[src/rtl/regfile_write_sequencer.sv]
`default_nettype none
// ============================================================================
// Module   : regfile_write_sequencer
// Purpose  : Write-side front end for the register file. Write requests
//            (address + data) are taken over a valid/ready handshake and
//            buffered in a small circular FIFO. Each buffered request is then
//            retired as a SETUP -> STROBE -> HOLD sequence on the gated write
//            inputs, so select and data are always stable around every
//            writeEn edge. Requests to register 0 are accepted and dropped.
// Ports    : clk        - clock, all state updates on its rising edge
//            reset      - asynchronous active-high reset
//            reqValid   - request presented
//            reqReady   - request can be accepted (pending < DEPTH)
//            reqAddr    - destination register number
//            reqData    - value to write
//            writeEn    - registered write strobe, one cycle per request
//            writeSel   - registered one-hot destination select
//            writeData  - registered write data
//            pending    - FIFO occupancy, 0..DEPTH
//            busy       - FIFO non-empty or a write sequence in progress
// Revision : 1.0 - initial release
// ============================================================================
module regfile_write_sequencer #(
    parameter int DEPTH      = 4,
    parameter int ADDR_WIDTH = 5,
    parameter int DATA_WIDTH = 32
) (
    input  logic                         clk,
    input  logic                         reset,
    input  logic                         reqValid,
    output logic                         reqReady,
    input  logic [ADDR_WIDTH-1:0]        reqAddr,
    input  logic [DATA_WIDTH-1:0]        reqData,
    output logic                         writeEn,
    output logic [(1<<ADDR_WIDTH)-1:0]   writeSel,
    output logic [DATA_WIDTH-1:0]        writeData,
    output logic [$clog2(DEPTH):0]       pending,
    output logic                         busy
);

    localparam int C_PTR_W = $clog2(DEPTH);
    localparam int C_CNT_W = C_PTR_W + 1;
    localparam int C_SEL_W = 1 << ADDR_WIDTH;

    localparam logic [C_CNT_W-1:0] C_DEPTH   = C_CNT_W'(DEPTH);
    localparam logic [C_CNT_W-1:0] C_CNT_ONE = C_CNT_W'(1);
    localparam logic [C_PTR_W-1:0] C_PTR_ONE = C_PTR_W'(1);
    localparam logic [C_SEL_W-1:0] C_SEL_ONE = C_SEL_W'(1);

    typedef enum logic [1:0] {
        S_IDLE   = 2'd0,
        S_SETUP  = 2'd1,
        S_STROBE = 2'd2,
        S_HOLD   = 2'd3
    } state_t;

    state_t                  r_state;
    logic [ADDR_WIDTH-1:0]   r_mem_addr [DEPTH];
    logic [DATA_WIDTH-1:0]   r_mem_data [DEPTH];
    logic [C_PTR_W-1:0]      r_wr_ptr;
    logic [C_PTR_W-1:0]      r_rd_ptr;
    logic [C_CNT_W-1:0]      r_count;

    logic w_push;
    logic w_pop;

    // Ready depends only on occupancy, never on a same-cycle pop, so the
    // handshake has no combinational path through the FSM.
    assign reqReady = (r_count < C_DEPTH);

    // Register 0 is hardwired zero: the handshake completes but nothing is
    // stored.
    assign w_push = reqValid && reqReady && (reqAddr != '0);

    // The FSM pulls a new entry only from IDLE or HOLD; popping from HOLD
    // gives back-to-back sequences with one write every three cycles.
    assign w_pop = (r_count != '0) && ((r_state == S_IDLE) || (r_state == S_HOLD));

    assign pending = r_count;
    assign busy    = (r_count != '0) || (r_state != S_IDLE);

    // Entry storage needs no reset; occupancy tracking alone decides validity.
    always_ff @(posedge clk) begin
        if (w_push) begin
            r_mem_addr[r_wr_ptr] <= reqAddr;
            r_mem_data[r_wr_ptr] <= reqData;
        end
    end

    // Pointers wrap naturally because DEPTH is a power of two.
    always_ff @(posedge clk or posedge reset) begin
        if (reset) begin
            r_wr_ptr <= '0;
            r_rd_ptr <= '0;
            r_count  <= '0;
        end else begin
            if (w_push) begin
                r_wr_ptr <= r_wr_ptr + C_PTR_ONE;
            end
            if (w_pop) begin
                r_rd_ptr <= r_rd_ptr + C_PTR_ONE;
            end
            case ({w_push, w_pop})
                2'b10:   r_count <= r_count + C_CNT_ONE;
                2'b01:   r_count <= r_count - C_CNT_ONE;
                default: r_count <= r_count;
            endcase
        end
    end

    // Select and data only ever change on IDLE->SETUP, HOLD->SETUP and
    // HOLD->IDLE edges, while writeEn only changes on SETUP->STROBE and
    // STROBE->HOLD edges. The two never coincide, which keeps the gated
    // strobe glitch-free.
    always_ff @(posedge clk or posedge reset) begin
        if (reset) begin
            r_state   <= S_IDLE;
            writeEn   <= 1'b0;
            writeSel  <= '0;
            writeData <= '0;
        end else begin
            case (r_state)
                S_IDLE: begin
                    writeEn <= 1'b0;
                    if (w_pop) begin
                        writeSel  <= C_SEL_ONE << r_mem_addr[r_rd_ptr];
                        writeData <= r_mem_data[r_rd_ptr];
                        r_state   <= S_SETUP;
                    end
                end
                S_SETUP: begin
                    writeEn <= 1'b1;
                    r_state <= S_STROBE;
                end
                S_STROBE: begin
                    writeEn <= 1'b0;
                    r_state <= S_HOLD;
                end
                S_HOLD: begin
                    writeEn <= 1'b0;
                    if (w_pop) begin
                        writeSel  <= C_SEL_ONE << r_mem_addr[r_rd_ptr];
                        writeData <= r_mem_data[r_rd_ptr];
                        r_state   <= S_SETUP;
                    end else begin
                        writeSel <= '0;
                        r_state  <= S_IDLE;
                    end
                end
                default: begin
                    writeEn  <= 1'b0;
                    writeSel <= '0;
                    r_state  <= S_IDLE;
                end
            endcase
        end
    end

endmodule
`default_nettype wire

[config.mk]
export PLATFORM = sky130hd
export DESIGN_NAME = regfile_write_sequencer
export DESIGN_NICKNAME = d
export VERILOG_FILES = /design/src/rtl/regfile_write_sequencer.sv
export SDC_FILE = /design/constraint.sdc
export NUM_CORES = 1
export LEC_CHECK = 0
export ABC_AREA = 1
export CAP_MARGIN = 10
export CORE_ASPECT_RATIO = 0.5
export CORE_MARGIN = 2
export CORE_UTILIZATION = 45
export DETAILED_ROUTE_END_ITERATION = 10
export MAX_ROUTING_LAYER = met4
export PLACE_DENSITY = 0.69
export SLEW_MARGIN = 20
export SYNTH_ARGS = -nofsm -noshare
export SYNTH_HDL_FRONTEND = slang
export SYNTH_SLANG_ARGS = --single-unit
[constraint.sdc]
create_clock -name clk -period 2.8 [get_ports clk]
set_input_delay 0.84 -clock clk [delete_from_list [all_inputs] [get_ports clk]]
set_output_delay 0.84 -clock clk [all_outputs]
set_load 0.02 [all_outputs]
==> metrics <==
status=completed; worst r2r path cells=6; clk sinks=222; Power Internal=0.007902 W; Starting Density=45.55%; drt wl/cell=15.72 um; Root Buffer=clkbuf_16; Logic pwr share=39.9%; CP Max Fanout=5; Die Area=20720 um2; CTS H-Tree Depth=1; Seq/Total Area, Yosys=71.69%; Sw Share=37.82%; vias in the first global route=5640; total routed wirelength=18230 um; WP data required=1.96 ns; post-layout util=57.22%; Chip Width=201.6 um; fmax=0.3900 GHz; hold buffer count at cts=0; Hold Crit Start=writeSel[0]; Switch Pwr=0.004807 W; Syn Nets=808; Yosys warnings=0; 1st-pass router iterations=5; # rows=36; worst hold path cell count=2; Seq pwr share=36.8%; crit path launch type=flip-flop; Hold WS=0.4775 ns; layout cells sized above 1=9.854%; initial antenna violation count=0; Setup violations, final=0; commonest cells after routing, fill and taps aside=nor2_1 (173), edfxtp_1 (148), nand2_1 (128); Worst VDD drop=706.9 uV; clk slew on worst S/H paths=0.06 ns; first-pass GRT wire length=28660 um; Avg Cell Area, Syn=11.59 um2; Core ar.=19280 um2; clock share of power=23.3%; pre-CTS setup slack=-0.2806 ns; RePlAce Congestion=0.7996; DRC Markers=0; unrepaired setup endpoints after global routing=false; RR Startpoint=r_rd_ptr[1]; Pleak=4.287 nW; CTS tree=built; Area Growth Syn to Fin=25.62%; period utilization=91.57%; largest net degree at the start of global routing=66; Syn Inst Count=758; antenna cells=0; commonest non-fill, non-tap cell in the layout=nor2_1; # port buffers=109; Power per Cell Area=1152 nW/um2; Die Y-Extent=102.8 um; Setup crit end kind=primary output; worst reg-to-reg setup slack=0.46 ns; IO Pins=110; pin slew with the least headroom to its limit=0.6780 ns; overall power=0.01271 W; Skew-Pair Late Insertion Delay=0.50 ns; Critical Path AT=1.72 ns; reg2reg end=writeSel[31]; Vias/cell=5.021; Hold EP=writeSel[0]; # Max-Cap Violations=0; mapped cell area=8782 um2; Setup WS post-layout=0.2360 ns; DR vias=5819; Fin. Hold Viols=0; Worst Skew=0.009120 ns; initial DRC count=373; final net count=928; CTS buffer count=21; Slew headroom=54.80%; Setup CP Type=reg -> out; Total Routing Usage GR=18.11%; Max Buffers Root-to-Sink=3; synthesized flop and latch total=222; crit path time final=2.564 ns; HP Class=reg -> reg; CP Launch Point=r_state[1]; Yosys cell types=28; final slew viol count=0; antenna-violating nets left=0; placed wire-length estimate=11590 um; gr ovfl total=0
==> through the flow <==
step / instances / TNS, ns / cell area, um2
2_1_floorplan: 758 / -54.99 / 8782
3_3_place_gp: 1119 / -18.92 / 10250
3_5_place_dp: 1119 / -20.62 / 10250
4_1_cts: 1157 / 0 / 10980
5_1_grt: 1159 / 0 / 11030
6_report: 1159 / 0 / 11030
==> critical path: stages, from the launching register on <==
cell           delay, ns
dfrtp_1             0.38
inv_1               0.14
ha_1                0.26
nand3_1             0.12
dlygate4sd2_1       0.33
==> cell type report <==
type	instances	area, um2
Timing Repair Buffer	135	1363
Inverter	27	102.6
Clock buffer	29	585.6
Multi-Input combinational cell	471	2210
Clock inverter	9	140.1
Sequential cell	222	6299
Tap cell	266	332.8
Fill cell	1580	8247
==> power by group through the flow <==
stage                     clock network (W)  logic, W  registers [W]
final                               0.00296   0.00508        0.00467
after global routing                0.00314   0.00561        0.00474
after CTS                           0.00302   0.00509        0.00468
after detailed placement                  0   0.00507        0.00474
after global placement                    0   0.00495        0.00473
after floorplan                           0   0.00294        0.00512
==> per-layer routing <==
layer | track usage, % | wire, um
met4 | 4.808 | 326
met5 | - | 0
met3 | 3.066 | 858
met2 | 30.88 | 8711
met1 | 22.94 | 8329
==> registers in the layout, summed over array words and instances (netlist names) <==
register and flops:
r_mem_data 128, writeData 32, writeSel 32, r_mem_addr 20, pending 3, r_rd_ptr 2
r_state 2, r_wr_ptr 2, writeEn 1
==> logic make-up (layout without fill, tap and decap cells) <==
kind of cell	count (synthesis)	in the layout	synth area share, %
AND/OR/NAND/NOR	352	352	16.41
flip-flops	222	222	71.69
AO/OA/AOI/OAI	105	105	6.497
buffers and inverters	65	200	3.490
adder cells (fa/ha/maj)	10	10	1.510
XOR/XNOR	4	4	0.3990
==> worst max path at each step <==
stage                   endpoint  depth (start not counted)
2_1_floorplan   r_mem_addr[0][0]                          4
3_3_place_gp    r_mem_data[2][9]                          7
3_5_place_dp   r_mem_data[0][20]                          7
4_1_cts                     busy                          4
5_1_grt                     busy                          4
6_report                    busy                          4
==> timing repair <==
| action | 4_1_cts | 5_1_grt |
|---|---|---|
| setup buffers | 0 | 0 |
| gates resized for setup | 1 | 0 |
| hold endpoints to repair | 0 | 0 |
| endpoints found under the setup margin | 1 | 0 |
==> cells in the mapped netlist <==
master	count	area, um2
a21oi_1	2	10.01
a22oi_1	1	7.510
a31oi_1	32	200.2
buf_1	1	3.750
buf_2	14	70.07
buf_4	6	45.04
buf_6	3	33.78
clkbuf_1	14	52.55
dfrtp_1	74	1852
edfxtp_1	148	4444
fa_1	1	20.02
ha_1	9	112.6
inv_1	24	90.09
inv_2	3	11.26
nand2_1	128	480.5
nand2_2	4	25.02
nand2_4	1	11.26
nand3_1	27	135.1
nand3_2	5	50.05
nor2_1	177	664.4
nor2_2	7	43.79
nor2_8	1	20.02
nor3_1	1	5.000
o211ai_1	1	7.510
o21ai_0	69	345.3
or2_1	1	6.260
xnor2_1	1	8.760
xor2_1	3	26.28
Note: power is estimated with default switching activity, not from simulation.
